## src/rtl/hilo_pkg.sv

```systemverilog
// Shared definitions for the HI/LO unit: ctl function codes, FSM encoding and watchdog sizing.
package hilo_pkg;

    localparam logic [5:0] MULTU = 6'd25;
    localparam logic [5:0] MFHI  = 6'd16;
    localparam logic [5:0] MTHI  = 6'd17;
    localparam logic [5:0] MFLO  = 6'd18;
    localparam logic [5:0] MTLO  = 6'd19;

    // Must exceed the multiplier latency (32 iterations plus handshake overhead).
    localparam int TIMEOUT = 40;
    localparam int CNT_W   = $clog2(TIMEOUT + 1);

    typedef enum logic {
        IDLE = 1'b0,
        BUSY = 1'b1
    } state_t;

    // Codes that touch HI/LO or the multiplier and therefore interlock while BUSY.
    function automatic logic is_hilo_op(input logic [5:0] code);
        return (code == MULTU) || (code == MFHI) || (code == MTHI) ||
               (code == MFLO)  || (code == MTLO);
    endfunction

endpackage

```

## src/rtl/hilo_watchdog.sv

```systemverilog
// Loadable up-counter that saturates at its terminal count; clear has priority over load and enable.
module hilo_watchdog
    import hilo_pkg::*;
#(
    parameter int               W  = CNT_W,
    parameter logic [W-1:0]     TC = W'(TIMEOUT - 1)
) (
    input  logic         clk,
    input  logic         rst,
    input  logic         clr,
    input  logic         load,
    input  logic [W-1:0] load_val,
    input  logic         en,
    output logic         tc
);

    logic [W-1:0] count;

    // NOTE: sequential state uses <= so every register samples pre-edge values regardless of block order.
    always_ff @(posedge clk or posedge rst) begin
        if (rst) begin
            count <= '0;
        end else if (clr) begin
            count <= '0;
        end else if (load) begin
            count <= load_val;
        end else if (en && (count != TC)) begin
            count <= count + W'(1);
        end
    end

    assign tc = (count == TC);

endmodule

```

## src/rtl/hilo_unit.sv

```systemverilog
// HI/LO architectural registers with multiply issue, MFHI/MFLO/MTHI/MTLO service and BUSY interlock.
module hilo_unit
    import hilo_pkg::*;
(
    input  logic        clk,
    input  logic        rst,
    input  logic [5:0]  ctl,
    input  logic        issue_valid,
    output logic        issue_ready,
    input  logic [31:0] wr_data,
    output logic        mul_start,
    input  logic        prod_valid,
    input  logic [63:0] prod,
    output logic        rd_valid,
    output logic [31:0] rd_data,
    output logic [31:0] hi,
    output logic [31:0] lo,
    output logic        busy,
    output logic        err
);

    state_t state;
    logic   accept;
    logic   wd_clr;
    logic   wd_en;
    logic   wd_tc;

    // While BUSY only codes that cannot observe HI/LO slip through (and are dropped).
    assign issue_ready = (state == IDLE) || !is_hilo_op(ctl);
    assign accept      = issue_valid && issue_ready;
    assign busy        = (state == BUSY);

    assign wd_clr = accept && (state == IDLE) && (ctl == MULTU);
    assign wd_en  = (state == BUSY) && !prod_valid;

    hilo_watchdog u_watchdog (
        .clk      (clk),
        .rst      (rst),
        .clr      (wd_clr),
        .load     (1'b0),
        .load_val ('0),
        .en       (wd_en),
        .tc       (wd_tc)
    );

    always_ff @(posedge clk or posedge rst) begin
        if (rst) begin
            state     <= IDLE;
            hi        <= '0;
            lo        <= '0;
            rd_data   <= '0;
            mul_start <= 1'b0;
            rd_valid  <= 1'b0;
            err       <= 1'b0;
        end else begin
            mul_start <= 1'b0;
            rd_valid  <= 1'b0;
            case (state)
                IDLE: begin
                    if (accept) begin
                        case (ctl)
                            MULTU: begin
                                mul_start <= 1'b1;
                                state     <= BUSY;
                            end
                            MFHI: begin
                                rd_data  <= hi;
                                rd_valid <= 1'b1;
                            end
                            MFLO: begin
                                rd_data  <= lo;
                                rd_valid <= 1'b1;
                            end
                            MTHI:    hi <= wr_data;
                            MTLO:    lo <= wr_data;
                            default: ;
                        endcase
                    end
                end
                BUSY: begin
                    // A product arriving on the terminal cycle still wins over the abort.
                    if (prod_valid) begin
                        hi    <= prod[63:32];
                        lo    <= prod[31:0];
                        state <= IDLE;
                    end else if (wd_tc) begin
                        err   <= 1'b1;
                        state <= IDLE;
                    end
                end
                default: state <= IDLE;
            endcase
        end
    end

endmodule

```

## config.mk

```make
export PLATFORM = sky130hd
export DESIGN_NAME = hilo_unit
export DESIGN_NICKNAME = d
export VERILOG_FILES = /design/src/rtl/hilo_pkg.sv /design/src/rtl/hilo_watchdog.sv /design/src/rtl/hilo_unit.sv
export SDC_FILE = /design/constraint.sdc
export NUM_CORES = 1
export LEC_CHECK = 0
export ABC_AREA = 1
export BUFFER_PORTS_ARGS = -buffer_cell sky130_fd_sc_hd__buf_2
export CORE_ASPECT_RATIO = 0.75
export CORE_MARGIN = 4
export CORE_UTILIZATION = 30
export CTS_BUF_LIST = sky130_fd_sc_hd__clkbuf_8
export DETAILED_ROUTE_END_ITERATION = 8
export PLACE_DENSITY = 0.63
export SLEW_MARGIN = 25
export SYNTH_ARGS = -nofsm -noshare
export SYNTH_HDL_FRONTEND = slang
export SYNTH_HIERARCHICAL = 1
export SYNTH_SLANG_ARGS = --single-unit
```

## constraint.sdc

```tcl
create_clock -name clk -period 4.5 [get_ports clk]
set_input_delay 0.9 -clock clk [delete_from_list [all_inputs] [get_ports clk]]
set_output_delay 0.9 -clock clk [all_outputs]
set_load 0.01 [all_outputs]
```

==> flow_metrics.tcl <==
set metrics [dict create \
    outcome "finished clean" \
    cp_slowest_cell "nand2_2" \
    antenna-diode-count 0 \
    fp.coreArea_um2 18600 \
    min_period_ns 3.19 \
    stdcell_area_um2 7140 \
    seq_area_frac_synth_pct 46.6 \
    drv_cap 0 \
    crit_fanout 67 \
    critPathKind "reg -> reg" \
    grt.busiest_layer "met2" \
    hold_ws_ns 0.412 \
    timing.critical_path.mode_cell "nand2_2" \
    worstRegToRegCells 6 \
    synth_edf_count 0 \
    grtUsageTotal_pct 17.8 \
    globalRouteMet1Util_pct 24.7 \
    synth_area_um2 5690 \
    cts_hold_buffers 0 \
    drv_slew 0 \
    dp_hpwl_um 13300 \
    synth_warnings 6 \
    path_clk_slew_ns 0.11 \
    ios 207 \
    grt_pass1_wl_um 30200 \
    worst_slew_pin_slew_ns 0.861 \
    crit_required_ns 4.79 \
    regToRegStartpoint "busy" \
    layout_commonest_cell "nand2_1" \
    hp-class "in -> async" \
    grt_use_met3_pct 5.29 \
    drtAntennaViolNets 0 \
    fin_skew_ns 0.0146 \
    drive_above_1_share_pct 25.0 \
    cts_resized 0 \
    root_buffer "clkbuf_8" \
    clock.fmax_ghz 0.313 \
    die-area_um2 21300 \
    cts_buffer_depth 2 \
    cp_top_family "simple AND/OR/NAND/NOR gates" \
    nNetsFinal 1124 \
    wl_per_cell_um 15.1 \
    grt-ovfl-total 0 \
    leakage_uw 0.00431 \
    final_cell_mix "411 x nand2_1, 206 x buf_2, 136 x nand3_1" \
    critPathCapture "hi[27]" \
    drtIter0Drc 449 \
    crit_chain "buf_4, nand2_2, nand2_2, nand2_2, nand2_1, nand2_1" \
    setup_viol 0 \
    slowest_delay_ns 0.75 \
    synth_cell_types 29 \
    reg2reg_slack_ns 1.31 \
    placed_area_um2 6940 \
    synth_top_flop_cell "dfrtp_1" \
    startpoint_type "register" \
    rsz0062_at_grt "false" \
    ir_drop_mv 0.161 \
    clock_latency_ns 0.40 \
    cp-startpoint "busy" \
    netlist_instances 826 \
    rows 43 \
    grt_pass1_vias 5450 \
    crit_buf_inv 1 \
    total_power_uw 2780 \
    drt_wl_total_um 19100 \
    cts_tree "yes" \
    end_kind "register" \
    powerDensity_nw_per_um2 390 \
    dr.pass1.iters 5 \
    arrival_ns 3.49 \
    min_period_over_period_pct 70.9 \
    layout-area-overhead-vs-synth_pct 25.4 \
    grt_antenna_before_repair 0 \
    worst-path-stages 6 \
    cts_sinks 106 \
    use_met2_pct 27.7 \
    cts_made_buffers 9 \
    viasPerCell 4.54 \
    grt_max_degree 68 \
    fp.dieH_um 127 \
    max_slew_margin_pct 42.4 \
    start_util_pct 30.7 \
    ys_seq_elements 106 \
    vias 5763 \
    cts_setup_buffers 0 \
    r2r_end "hi[27]" \
    finalSetupTns_ns 0 \
    hold_violations 0 \
    async_reset_ff_share_pct 100 \
    drc 0 \
    syn_avg_cell_area_um2 6.89 \
    gp_congestion 0.806 \
    h-tree-depth 3 \
    die_w_um 167 \
    port_buffers 206 \
]
## cell type report
cell class              instances  area, um2
clock buffers                   9        124
clock inverters                 7       70.1
fillers                      1983      11400
inverters                      86        327
multi-input cells             599       2550
flip-flops and latches        106       2650
well taps                     247        309
repair buffers                215       1100
## flip-flops by register name, indices dropped and copies added (netlist names)
name and cells:
u_watchdog/count 6, rd_data 32, rd_valid 1, err 1
lo 32, mul_start 1, hi 32, busy 1
## worst reg2reg max path: stages, from the launching register on
cell,delay (ns)
dfrtp_2,0.37
buf_4,0.55
nand2_2,0.46
nand2_2,0.75
nand2_2,0.66
nand2_1,0.23
nand2_1,0.07
## logic make-up (layout without fill, tap and decap cells)
family / Yosys count / after routing / share of synthesized area (%)
simple gates: 574 / 574 / 42.1
buf+inv: 130 / 317 / 9.60
flops: 106 / 106 / 46.6
compound gates: 14 / 14 / 1.41
fa+ha+maj: 1 / 1 / 0.220
other cells: 1 / 10 / 0.0659
## power breakdown
group / leakage (uW) / internal (uW) / switching [uW] / total, uW
registers: 0.00138 / 1170 / 188 / 1360
logic: 0.00284 / 332 / 478 / 810
clock network: 0.0000931 / 256 / 356 / 613
## how the worst min path moves through the flow
stage                              startpoint                   to  slack, ns  depth (start not counted)
after floorplan           u_watchdog/count[5]  u_watchdog/count[5]       0.49                          2
after global placement            rd_data[31]          rd_data[31]       0.46                          2
after detailed placement          rd_data[20]          rd_data[20]       0.46                          2
after CTS                                 rst               lo[25]       0.40                          2
after global routing                      rst               lo[25]       0.41                          2
final                                     rst               hi[25]       0.41                          2
## per-stage QoR
step	instances	setup WS [ns]	util [%]
after detailed placement	1253	1.26	37.4
after global routing	1269	1.02	38.4
after CTS	1269	1.25	38.4
final	1269	1.31	38.4
after floorplan	835	0.981	-
after global placement	1253	1.33	37.4
## cells in the mapped netlist, types with 2 or more instances
master / n / area [um2]
nand2_1: 413 / 1550
nand3_1: 137 / 686
dfrtp_1: 106 / 2650
inv_1: 79 / 297
buf_2: 31 / 155
nor2_1: 9 / 33.8
clkbuf_1: 7 / 26.3
o21ai_0: 7 / 35.0
inv_2: 6 / 22.5
buf_4: 3 / 22.5
o21ai_1: 3 / 15.0
buf_1: 2 / 7.51
nand2_2: 2 / 12.5
nand2_4: 2 / 22.5
nand3_2: 2 / 20.0
nand4_1: 2 / 12.5
nor2_2: 2 / 12.5
or2_2: 2 / 12.5
## routing by layer
layer	vias to the layer above	wire, um
met4	0	171
met2	204	8520
li1	2900	-
met1	2648	8980
met5	-	0
met3	11	1480
(Power assumes the default switching activity.)
